--- config.mk ---
export PLATFORM = sky130hd
export DESIGN_NAME = sim_state_dumper
export DESIGN_NICKNAME = d
export VERILOG_FILES = /design/src/rtl/sim_state_dumper.sv
export SDC_FILE = /design/constraint.sdc
export NUM_CORES = 1
export LEC_CHECK = 0
export CAP_MARGIN = 5
export CELL_PAD_IN_SITES_DETAIL_PLACEMENT = 0
export CELL_PAD_IN_SITES_GLOBAL_PLACEMENT = 2
export CORE_AREA = 2 2 135 123
export CTS_CLUSTER_DIAMETER = 60
export CTS_CLUSTER_SIZE = 14
export DETAILED_ROUTE_END_ITERATION = 8
export DIE_AREA = 0 0 137 125
export PLACE_DENSITY = 0.75
export SYNTH_ARGS = -nofsm -noshare
export SYNTH_HDL_FRONTEND = slang
export SYNTH_SLANG_ARGS = --single-unit
--- constraint.sdc ---
create_clock -name clk -period 2.7 [get_ports clk]
set_input_delay 0.81 -clock clk [delete_from_list [all_inputs] [get_ports clk]]
set_output_delay 0.81 -clock clk [all_outputs]
set_load 0.01 [all_outputs]
--- src/rtl/sim_state_dumper.sv ---
// Run-budget counter and end-of-run state dumper: counts RUN cycles, streams the register
// file and low data memory over valid/ready, then checks one byte. Optional: DUMP_SKIP_ZERO_EN.
module sim_state_dumper #(
    parameter int unsigned XLEN       = 32,
    parameter int unsigned NUM_REGS   = 32,
    parameter int unsigned MEM_BYTES  = 32,
    parameter int unsigned MAX_CYCLES = 200,
    parameter int unsigned CHECK_ADDR = 0,
    parameter logic [7:0]  CHECK_VAL  = 8'h07,
    parameter int unsigned CNT_W      = 16
) (
    input  logic                         clk,
    input  logic                         rst,
    input  logic                         halt_i,
    output logic [$clog2(NUM_REGS)-1:0]  rf_raddr,
    input  logic [XLEN-1:0]              rf_rdata,
    output logic [$clog2(MEM_BYTES)-1:0] dm_raddr,
    input  logic [7:0]                   dm_rdata,
    output logic                         dump_valid,
    input  logic                         dump_ready,
    output logic                         dump_kind,
    output logic [15:0]                  dump_index,
    output logic [XLEN-1:0]              dump_data,
    output logic [CNT_W-1:0]             cycle_count,
    output logic                         done,
    output logic                         pass
);

    localparam int unsigned RF_AW = $clog2(NUM_REGS);
    localparam int unsigned DM_AW = $clog2(MEM_BYTES);
    localparam int unsigned IDX_W = 16;

    typedef enum logic [2:0] {
        S_IDLE,
        S_RUN,
        S_DUMP_RF,
        S_DUMP_MEM,
        S_DRAIN,
        S_CHECK,
        S_DONE
    } state_t;

    state_t state;
    state_t state_next;

    logic [IDX_W-1:0] idx;
    logic [CNT_W-1:0] cnt_inc;
    logic [XLEN-1:0]  rd_data;
    logic             dumping;
    logic             is_last;
    logic             step;
    logic             skip;
    logic             load;
    logic             run_exit;

    // The index counter is a flop, so both read addresses come straight from it.
    assign rf_raddr = idx[RF_AW-1:0];
    assign dm_raddr = idx[DM_AW-1:0];

    // Load/step decode and next-state logic.
    always_comb begin
        state_next = state;
        dumping    = (state == S_DUMP_RF) || (state == S_DUMP_MEM);
        rd_data    = (state == S_DUMP_MEM) ? XLEN'(dm_rdata) : rf_rdata;
        is_last    = (state == S_DUMP_MEM) ? (idx == IDX_W'(MEM_BYTES - 1))
                                           : (idx == IDX_W'(NUM_REGS - 1));
        step       = dumping && (!dump_valid || dump_ready);
`ifdef DUMP_SKIP_ZERO_EN
        skip       = (rd_data == '0);
`else
        skip       = 1'b0;
`endif
        load       = step && !skip;
        cnt_inc    = (cycle_count == '1) ? cycle_count : cycle_count + CNT_W'(1);
        run_exit   = halt_i || (cnt_inc == CNT_W'(MAX_CYCLES));

        case (state)
            S_IDLE:     state_next = S_RUN;
            S_RUN:      if (run_exit) state_next = S_DUMP_RF;
            S_DUMP_RF:  if (step && is_last) state_next = S_DUMP_MEM;
            S_DUMP_MEM: if (step && is_last) state_next = S_DRAIN;
            S_DRAIN:    if (!dump_valid) state_next = S_CHECK;
            S_CHECK:    state_next = S_DONE;
            S_DONE:     state_next = S_DONE;
            default:    state_next = S_IDLE;
        endcase
    end

    always_ff @(posedge clk) begin
        if (rst) begin
            state <= S_IDLE;
        end else begin
            state <= state_next;
        end
    end

    // Datapath: cycle counter, index walk, output beat register and check result.
    always_ff @(posedge clk) begin
        if (rst) begin
            idx         <= '0;
            cycle_count <= '0;
            dump_valid  <= 1'b0;
            dump_kind   <= 1'b0;
            dump_index  <= '0;
            dump_data   <= '0;
            done        <= 1'b0;
            pass        <= 1'b0;
        end else begin
            case (state)
                S_RUN: begin
                    cycle_count <= cnt_inc;
                end
                S_DUMP_RF, S_DUMP_MEM: begin
                    if (load) begin
                        dump_valid <= 1'b1;
                        dump_kind  <= (state == S_DUMP_MEM);
                        dump_index <= idx;
                        dump_data  <= rd_data;
                    end else if (dump_ready) begin
                        dump_valid <= 1'b0;
                    end
                    if (step) begin
                        idx <= is_last ? '0 : idx + IDX_W'(1);
                    end
                end
                S_DRAIN: begin
                    if (dump_ready) begin
                        dump_valid <= 1'b0;
                    end
                    // Park the address on the checked byte so CHECK reads it directly.
                    if (!dump_valid) begin
                        idx <= IDX_W'(CHECK_ADDR);
                    end
                end
                S_CHECK: begin
                    pass <= (dm_rdata == CHECK_VAL);
                    done <= 1'b1;
                end
                default: begin
                end
            endcase
        end
    end

endmodule

## Word-level counts from Yosys, hierarchy flattened

Cells that the tools add are included.

| cells by class | value |
|---|---|
| add/sub/neg operators | 2 |
| equality and inequality tests | 15 |
| muxes and demuxes | 14 |
| reduce and logical (&&, ||, !) cells | 13 |

Operator list:

| kind | number |
|---|---|
| 16-bit 2-to-1 mux | 4 |
| 16-bit by 1-bit adder with 16-bit output (second input constant) | 2 |
| 32-bit 2-to-1 mux | 1 |
| 16-bit one-hot mux with 2 select lines | 1 |
| 3-bit one-hot mux with 6 select lines | 1 |
| 16-bit == test (second input constant) | 1 |
| 16-bit by 5-bit == test with 1-bit output (second input constant) | 1 |
| 16-bit by 8-bit == test with 1-bit output (second input constant) | 1 |
| 3-bit 2-to-1 mux | 4 |
| 3-bit == test (second input constant) | 3 |
| 8-bit by 3-bit == test with 1-bit output (second input constant) | 1 |
| 3-bit by 2-bit == test with 1-bit output (second input constant) | 2 |
| 2-bit inequality test (second input constant) | 3 |
| 2-bit by 1-bit inequality test with 1-bit output (second input constant) | 2 |
| 4-bit AND reduction | 1 |
| 2-bit OR reduction | 2 |
| 3-bit by 1-bit == test with 1-bit output (second input constant) | 1 |
| 3-bit logical NOT | 1 |
| 1-bit logical OR | 3 |
| 3-bit AND reduction | 1 |
| 1-bit logical AND | 2 |
| 1-bit 2-to-1 mux | 2 |
| 1-bit one-hot mux with 2 select lines | 1 |
| 2-bit AND reduction | 1 |
| other kinds (2) | 2 |

| word-level totals | value |
|---|---|
| register bits | 87 |
| input bits | 44 |
| output and inout bits | 78 |
| logic and storage cells | 53 |

## Depth between registers and ports, before layout

Gate-level depths: netlist of run 1.

| depth | value |
|---|---|
| word-level depth | 6 |
| mapped depth | 9 |
| depth with buffers taken out | 8 |

## Worst setup path before layout of run 1

Ideal clock, no wire load.

| timing path | value |
|---|---|
| path kind | register -> register |
| start point | register cycle_count[0] |
| end point | register cycle_count[7] |
| library setup time | 0.128 ns |
| arrival | 2.241 ns |
| data required time | 2.572 ns |
| setup slack | 0.331 ns |
| cell stages (with the launch flop) | 10 |
| path buffers | 1 |
| period minus slack after synthesis | 2.369 ns |
| cell sequence | dfxtp_1 -> ha_1 -> nand4_1 -> nor4_4 -> nand2b_1 -> clkbuf_1 -> nor2_1 -> and4_1 -> xnor2_1 -> nor2_1 |

| between the ends | value |
|---|---|
| longest elaborated chain between the ends | 2 |
| elaborated cells on any way between the ends | 3 |
| classes of those cells | add/sub: 1; eq/ne: 1; mux: 1 |

Ends and longest elaborated chain:

| what | RTL line | RTL |
|---|---|---|
| start, declared | 24 | `output logic [CNT_W-1:0] cycle_count,` |
| start signal, assigned | 111 | `cycle_count <= cnt_inc;` |
| 16-bit by 1-bit adder with 16-bit output / 16-bit == test (equally long branches) | 74 | `cnt_inc = (cycle_count == '1) ? cycle_count : cycle_count + CNT_W'(1);` |
| 16-bit 2-to-1 mux * | 74 |  |

Every way passes the cells marked *; elsewhere a longest branch is shown, timed or not.
A chain may end at the register's enable or synchronous reset.

## Final worst setup path of run 1

| timing path | value |
|---|---|
| start point | register cycle_count[1] |
| end point | register state[0] |

| between the ends | value |
|---|---|
| longest elaborated chain between the ends | 6 |
| elaborated cells on any way between the ends | 7 |
| classes of those cells | add/sub: 1; eq/ne: 3; mux: 1; reduce/logical: 2 |

Ends and longest elaborated chain:

| what | RTL line | RTL |
|---|---|---|
| 16-bit by 1-bit adder with 16-bit output / 16-bit == test (equally long branches) | 74 |  |
| 16-bit 2-to-1 mux * | 74 |  |
| 16-bit by 8-bit == test with 1-bit output * | 75 | `run_exit = halt_i \|\| (cnt_inc == CNT_W'(MAX_CYCLES));` |
| 1-bit logical OR * | 75 |  |
| 2-bit inequality test (no source line) * | - |  |
| 4-bit AND reduction (no source line) * | - |  |
| end signal, assigned | 93 | `state <= state_next;` |
| end, declared | 43 | `state_t state;` |

Marked as above.

==> impl_metrics.ini, run 1 <==
[status]
status = complete, no violations

[worst_setup_path]
cp-end-kind = register
crit_fanout = 7
required_ns = 2.93
cp-start-kind = register
path_class = register to register
cp_slowest_stage_delay_ns = 0.60
critPathSlowestCell = or4_1
arrival_ns = 2.68
crit_chain = ha_1, nand4_1, or4_1, o31a_1, o31ai_1, nand4_1, o31a_1, mux2i_1

[cts]
post_cts_resized = 0
cts_hold_buf = 0
post_cts_buffers = 0
htree_levels = 3
clk_pin_slew_ns = 0.06
clkLatencyLatePin_ns = 0.35
cts_tree = built
cts_buffer_depth = 2
cts_root_buffer = clkbuf_16
numCtsBuffers = 9
cts.sinks = 87

[sta]
hold_slack_ns = 0.4533
finalCriticalPeriod_ns = 2.446
finalSetupViolCount = 0
final-max-slew-violation-count = 0
worstMarginPinSlew_ns = 0.6754
rsz0062_at_grt = false
tns_ns = 0
slew_headroom_pct = 54.81
fmax_mhz = 408.9
hold_violations = 0
setup_slack_ns = 0.2543
period_share_pct = 90.58
skew_ns = 0.006960

[logic_synthesis]
syn_nets = 557
ys_ff_latch = 87
synth_cell_types = 54
synth_edf_count = 0
yosys_warnings = 0
avgSynthCellArea_um2 = 7.862
syn_area_mm2 = 0.004018
ys_seq_area_share_pct = 43.35
ys.flop_type = dfxtp_1
ys_async_sr_fraction_pct = 0
netlist_instances = 511

[power]
peakVddDrop_v = 0.0003433
switching_share_pct = 34.52
p_int_mw = 2.753
p_comb_share_pct = 33.4
seqPwrFrac_pct = 36.7
p_per_area_mw_per_mm2 = 731.8
power.switching_mw = 1.451
finalPower_mw = 4.205
p_leak_nw = 1.983
clkPwrFrac_pct = 29.9

[grt]
overflow = 0
grtUsageTotal_pct = 14.73
antenna_found_initial = 0
grt_pass1_vias = 3814
grt_pass1_wl_mm = 20.11
grt_max_degree = 42

[placed_design]
gp_congestion = 0.7832
dp.cells = 817
hpwl_mm = 8.707
dpl-instance-area_mm2 = 0.005448
place_ws_ns = 0.1663
port_buffers = 121

[finish]
instances_no_fill = 833
final_core_util_pct = 36.24
fillers = 1632
drive_gt1_share_pct = 9.265
layout_commonest_cell = clkdlybuf4s50_1
antenna_cells = 0
final_area_mm2 = 0.005746
final_cell_mix = clkdlybuf4s50_1, nand2_1, dfxtp_1
area.growth.synth_to_final_pct = 43.01
finalNetCount = 667

[drt]
drtIter0Drc = 222
drtAntennaViolNets = 0
firstDrtPassIters = 5
routed_wl_mm = 12.28
via_per_inst = 4.707
wl_per_cell_um = 14.74
post-route-drc-count = 0
via_count = 3921

[floorplanning]
die_y_um = 125
dieArea_mm2 = 0.01713
start_util_pct = 25.34
top_level_ports = 122
dieWidth_um = 137
rows = 44
core_mm2 = 0.01586

[min_path]
hold_class = register to register

[run]
cap_violations = 0
-- worst max-delay path, delay by kind of cell, from the launching register on --
| family | cells | cell delay [ns] |
|---|---|---|
| fa+ha+maj | 1 | 0.22 |
| flops | 1 | 0.45 |
| simple gates | 3 | 1.06 |
| compound gates | 3 | 0.49 |
| mux | 1 | 0.13 |
-- path summary, 6_finish.rpt --
kind,from,to,slack [ns],depth (start not counted)
max,cycle_count[1],state[0],0.25,8
min,dump_index[3],dump_index[3],0.45,2
max reg2reg,cycle_count[1],state[0],0.25,8
min reg2reg,dump_index[3],dump_index[3],0.45,2
-- Yosys cell counts (8+ instances only) --
| master | instances | share of area [%] |
|---|---|---|
| o21ai_0 | 13 | 1.6 |
| nor2_1 | 43 | 4.0 |
| nor3_1 | 8 | 1.0 |
| buf_4 | 10 | 1.9 |
| o221ai_1 | 8 | 1.7 |
| a21oi_1 | 68 | 8.5 |
| xor2_1 | 16 | 3.5 |
| dfxtp_1 | 87 | 43 |
| nand2_1 | 101 | 9.4 |
| nand3_1 | 35 | 4.4 |
| nand4_1 | 13 | 2.0 |
| clkbuf_1 | 28 | 2.6 |
-- area by class of cell --
| class | count | area, um^2 | share of cell area, % |
|---|---|---|---|
| clock buffer | 9 | 225.2 | 3.920 |
| clock inverter | 7 | 72.57 | 1.263 |
| inverter | 4 | 15.01 | 0.2613 |
| multi-input combinational | 372 | 2018 | 35.13 |
| sequential | 87 | 1742 | 30.31 |
| tap | 207 | 259.0 | 4.508 |
| timing repair buffer | 147 | 1414 | 24.61 |
-- power groups by stage --
stage | logic, mW | registers [mW] | clock network, mW
CTS | 1.43 | 1.54 | 1.31
floorplan | 0.755 | 1.60 | 0
detailed placement | 1.42 | 1.57 | 0
global placement | 1.40 | 1.56 | 0
finish | 1.40 | 1.54 | 1.26
global route | 1.55 | 1.57 | 1.37
-- flip-flops by register name, summed over array words and instances (netlist names) --
name,count
dump_valid,1
idx,16
done,1
state,3
dump_data,32
dump_index,16
dump_kind,1
cycle_count,16
pass,1
-- metal layers --
layer	up-vias	routed length (um)	track usage, %
li1	1982	-	-
met1	1845	5726	19.40
met2	88	5780	23.85
met3	6	672	4.582
met4	0	98	2.729
met5	-	0	0
-- kinds of logic (layout without fill, tap and decap cells) --
family | after synthesis | after routing | share of synthesized area, %
AND/OR/NAND/NOR | 241 | 241 | 28.56
XOR/XNOR | 22 | 22 | 4.796
flip-flops | 87 | 87 | 43.35
AO/OA/AOI/OAI | 106 | 106 | 15.54
adder cells (fa/ha/maj) | 2 | 2 | 0.6228
multiplexers | 1 | 1 | 0.2492
buffers and inverters | 52 | 167 | 6.882
Note: power is estimated with default switching activity, not from simulation.
==> inputs of run 2 (changes only) <==
--- a/config.mk
+++ b/config.mk
@@ -9,7 +9,7 @@
 export CELL_PAD_IN_SITES_DETAIL_PLACEMENT = 0
 export CELL_PAD_IN_SITES_GLOBAL_PLACEMENT = 2
 export CORE_AREA = 2 2 135 123
-export CTS_CLUSTER_DIAMETER = 60
+export CTS_CLUSTER_DIAMETER = 150
 export CTS_CLUSTER_SIZE = 14
 export DETAILED_ROUTE_END_ITERATION = 8
 export DIE_AREA = 0 0 137 125
==> results of run 2 <==
The final DEF is identical to that of run 1; final timing and power are the same.
==> patch 1, RTL diff (config.mk and constraints of run 1) <==
Set the parameter `XLEN` to 48 (it was 32).
--- a/src/rtl/sim_state_dumper.sv
+++ b/src/rtl/sim_state_dumper.sv
@@ -2,5 +2,5 @@
 // file and low data memory over valid/ready, then checks one byte. Optional: DUMP_SKIP_ZERO_EN.
 module sim_state_dumper #(
-    parameter int unsigned XLEN       = 32,
+    parameter int unsigned XLEN       = 48,
     parameter int unsigned NUM_REGS   = 32,
     parameter int unsigned MEM_BYTES  = 32,
Interface: changed (resized dump_data and rf_rdata); port bits go from 122 to 154. No check against the original RTL was run, so the function may have changed too.
==> patch 1 against run 1 <==
- setup slack worse by 24 ps
- routed wire length is 16% higher
- non-clock buffer count is 23 higher
- cell area is 17% higher
- final cell count is 12% higher
- largest cell class unchanged
- area after synthesis is 18% higher
- sequential cell count is 16 higher
Power is not compared: it rests on default switching activity, and its combinational part moved more than twofold at a synthesized area within 25%.
==> patch 1: results (changes against run 1) <==
[synth]
synth.net_count=653  ; +17%
synth_compound_area_frac=0.145  ; -0.0101
muxShareOfSynthArea=0  ; -0.00249

[place]
hpwl_um=10000  ; +15%
placed_area_um2=6430  ; +18%
place_inst=914  ; +12%
gp_congestion=0.826  ; +5.5%

[timing]
finClkSkew_ps=5.96  ; -0.995 ps
worst_pin_slew_ps=483  ; -193 ps

[layout]
num-multi-input-gates=425  ; +14%
nClkBuffers=11  ; +2
area_growth_pct=42.5
seq_cells=103  ; +18%
seq_share=0.306  ; +0.00326
largest_reg_flops=48  ; +50%
inverters=9  ; +5
nNetsFinal=780  ; +17%

[route]
drtIter0Drc=181  ; -18%
first_pass_iters=4  ; -1
post_drt_wl_per_cell_um=15.3  ; +3.7%
vias_per_cell=4.85  ; +3.0%

[worst_hold_path]
hold_end=dump_data[30]$_SDFFE_PP0P_
hp-start=dump_data[30]$_SDFFE_PP0P_

[outcome]
run_status=completed

[critical_path]
reg2reg_from=cycle_count[0]$_SDFFE_PP0P_
reg2reg_depth=7  ; -1
r2r_slack_ps=230  ; -20 ps

[grt]
grt_use_total=0.169  ; +0.0219
grt_start_max_net_pins=67  ; +60%

patch 1: repair_timing:
item | in CTS | in global routing
hold buffers | 0 | 0
gates resized for setup | 0 | 1
setup endpoints to repair | 0 | 1
patch 1: layer usage:
metal  part of all wire  wire length, µm  GRT usage
met2               0.47             6720      0.270
met3              0.054              773     0.0499
met4             0.0089              126     0.0418
met1               0.46             6590      0.224
met5                  0                0          0
patch 1: worst max path at each step:
stage / depth (start not counted) / to / slack, ps / from
final: 7 / state[0]$_SDFFE_PP0P_ / 230 / cycle_count[0]$_SDFFE_PP0P_
after global routing: 7 / state[0]$_SDFFE_PP0P_ / 40 / cycle_count[0]$_SDFFE_PP0P_
after CTS: 7 / state[0]$_SDFFE_PP0P_ / 180 / cycle_count[0]$_SDFFE_PP0P_
after detailed placement: 7 / state[0]$_SDFFE_PP0P_ / 190 / cycle_count[0]$_SDFFE_PP0P_
after global placement: 7 / state[0]$_SDFFE_PP0P_ / 260 / cycle_count[0]$_SDFFE_PP0P_
after floorplan: 8 / state[0]$_SDFFE_PP0P_ / 240 / cycle_count[0]$_SDFFE_PP0P_
patch 1: power by group through the flow:
| stage | clock (µW) | combinational, µW | sequential (µW) |
|---|---|---|---|
| after floorplan | 0 | 248 | 1650 |
| after global placement | 0 | 530 | 1640 |
| after detailed placement | 0 | 530 | 1640 |
| after CTS | 1390 | 532 | 1610 |
| after global routing | 1450 | 576 | 1610 |
| final | 1340 | 525 | 1610 |
patch 1: critical path: stages, from the launching register on:
cell	delay, ps
dfxtp_1	460
ha_2	290
nand4_4	170
or4_1	570
or3_1	330
a22oi_2	200
nand4_1	120
o211a_1	220
==> patch 2, RTL diff (settings of run 1) <==
Without the edit above. Reset style: asynchronous (`rst`), changed in 2 clocked blocks.
--- a/src/rtl/sim_state_dumper.sv
+++ b/src/rtl/sim_state_dumper.sv
@@ -87,5 +87,5 @@
     end
 
-    always_ff @(posedge clk) begin
+    always_ff @(posedge clk or posedge rst) begin
         if (rst) begin
             state <= S_IDLE;
@@ -96,5 +96,5 @@
 
     // Datapath: cycle counter, index walk, output beat register and check result.
-    always_ff @(posedge clk) begin
+    always_ff @(posedge clk or posedge rst) begin
         if (rst) begin
             idx         <= '0;
Formal check against the unedited RTL: differs if rst is asserted again (counterexample within 4 cycles, from zero or initial values and one cycle with rst high); with rst held inactive, the same outputs for 10 cycles.
==> patch 2 against run 1 <==
- area after synthesis increased by 4.6%
- largest cell class is now flip-flops and latches
- global-route usage is 0.80 points lower
- first-iteration DRC count shrank 16%
- worst hold slack better by 11 ps
- sequential share of layout area increased by 5.9 points
- cell area increased by 4.6%
- power rose by 36%
- routed wire length down 8.9%
- sequential cell count stayed put
- critical endpoint is now state[1]$_DFFE_PP0P_
- synthesized cell count is 11% lower
- setup slack worse by 19 ps
==> patch 2: results (changes against run 1) <==
[critical_path]
rr_endpoint=state[1]$_DFFE_PP0P_
reg2reg_from=cycle_count[2]$_DFFE_PP0P_
critPathLaunch=cycle_count[2]$_DFFE_PP0P_
worst_ep_arrival_time_ps=2690  ; about the same
reg2reg_depth=6  ; -2
r2r_slack_ps=240  ; -20 ps
path_max_fanout=10  ; +3

[clocking]
cts_resized=0  ; unchanged
path_clk_slew_ps=60  ; about the same
clkLatencyLatePin_ps=340
htreeDepth=3  ; unchanged
cts-buffers-inserted=9  ; unchanged
cts_buffer_depth=2  ; unchanged
cts_root_buf=clkbuf_16

[route]
num_vias=3578  ; -8.7%
vias_per_cell=4.55  ; -3.3%
post_drt_wl_per_cell_um=14.2  ; -3.5%
drtIter0Drc=187  ; -16%
first_pass_iters=4  ; -1

[timing]
finClkSkew_ps=5.60  ; -1.36 ps
setup_viol=0  ; unchanged
whs_ps=465  ; +11.3 ps
slew-limit-headroom=0.340  ; -0.208

[place]
hpwl_um=7950  ; -8.7%
pre_cts_ws_ps=5.84  ; -160 ps
gp_congestion=0.811  ; +3.6%
place_inst=771  ; -5.6%
portBuffers=121  ; unchanged

[synth]
synthDistinctLibCells=50  ; -7.4%
synth_area_leaders=dfrtp_1 (52%), nand2_1 (12%), nand3_1 (4.2%)
ys.flop_type=dfrtp_1
synth.net_count=504  ; -9.5%
synth_area_per_cell_um2=9.26  ; +18%
yosysSeqAreaShare=0.518  ; +0.0843
synth-async-reset-ratio=1.00  ; +1.00
ys_top_cells_by_count=nand2_1 (130), dfrtp_1 (87), nand3_1 (35)
synth_edf_count=0  ; unchanged

[layout]
largest_reg_flops=32  ; unchanged
antenna_cells=0  ; unchanged
nNetsFinal=625  ; -6.3%
n_fill_cell=1609  ; -1.4%
drive_gt1_frac=0.0864  ; -0.00630

[grt]
antenna_found_initial=1  ; +1
grt_start_max_net_pins=54  ; +29%
grt_pass1_wl_um=18800  ; -6.6%
grt_use_total=0.139  ; -0.00802

[power_and_ir_drop]
ir_drop_v=0.000419  ; +22%
power.leakage_uw=0.00268  ; +35%

[worst_hold_path]
worstHoldPathCells=2  ; unchanged
hp-class=flip-flop to flip-flop
hold_end=dump_data[9]$_DFFE_PP0P_
hp-start=dump_data[9]$_DFFE_PP0P_

[outcome]
run_status=completed

[patch 2: cell types whose count changed after synthesis, moves of 8 or more]
cell	run 1	this run
a21oi_1	68	6
nor2_1	43	20
dfrtp_1	0	87
clkbuf_1	28	18
xnor2_1	6	14
nand2_1	101	130
mux2i_1	1	10
o221ai_1	8	0
dfxtp_1	87	0
[patch 2: cell type report]
class / instances / area share
clock buffers: 10 / 0.0381
inverters: 7 / 0.00500
flip-flops and latches: 87 / 0.362
well taps: 207 / 0.0431
clock inverters: 5 / 0.00958
repair buffers: 143 / 0.235
multi-input cells: 327 / 0.307
[patch 2: cell families after synthesis]
logic type,share of synthesized area
AOI/OAI and AO/OA,0.0723
xor gates and xnor gates,0.0542
adders and majority gates,0.0179
buffers and inverters,0.0458
DFF,0.518
muxes,0.0354
and+or+nand+nor,0.257
[patch 2: how the worst max path moves through the flow]
stage	to	depth (start not counted)	slack, ps
finish	state[1]$_DFFE_PP0P_	6	240
floorplan	state[1]$_DFFE_PP0P_	7	150
detailed placement	idx[9]$_DFFE_PP0P_	6	6
CTS	state[0]$_DFFE_PP0P_	7	230
global placement	idx[15]$_DFFE_PP0P_	7	20
global route	idx[15]$_DFFE_PP0P_	7	70
[patch 2: power breakdown]
part	leakage (µW)	switching, µW	internal, µW
Combinational	0.00141	1280	1250
Clock	0.000143	523	714
Sequential	0.00113	263	1680
[patch 2: metrics by stage]
stage | utilization | cell area (µm²)
4_1_cts | 0.379 | 6010
2_1_floorplan | - | 4210
5_1_grt | 0.379 | 6010
6_report | 0.379 | 6010
3_3_place_gp | 0.361 | 5720
3_5_place_dp | 0.361 | 5720
[patch 2: per-layer routing]
metal,up-vias,GRT usage,share of wire
li1,1776,-,-
met5,-,0,0
met1,1713,0.188,0.47
met4,0,0.0418,0.012
met3,9,0.0458,0.061
met2,80,0.212,0.46
[patch 2: worst max-delay path, stage by stage (launching register included)]
cell	delay, ps
dfrtp_1	540
nand4_2	220
or4_4	610
a21oi_2	150
a41oi_1	80
o41ai_4	410
mux2_4	330
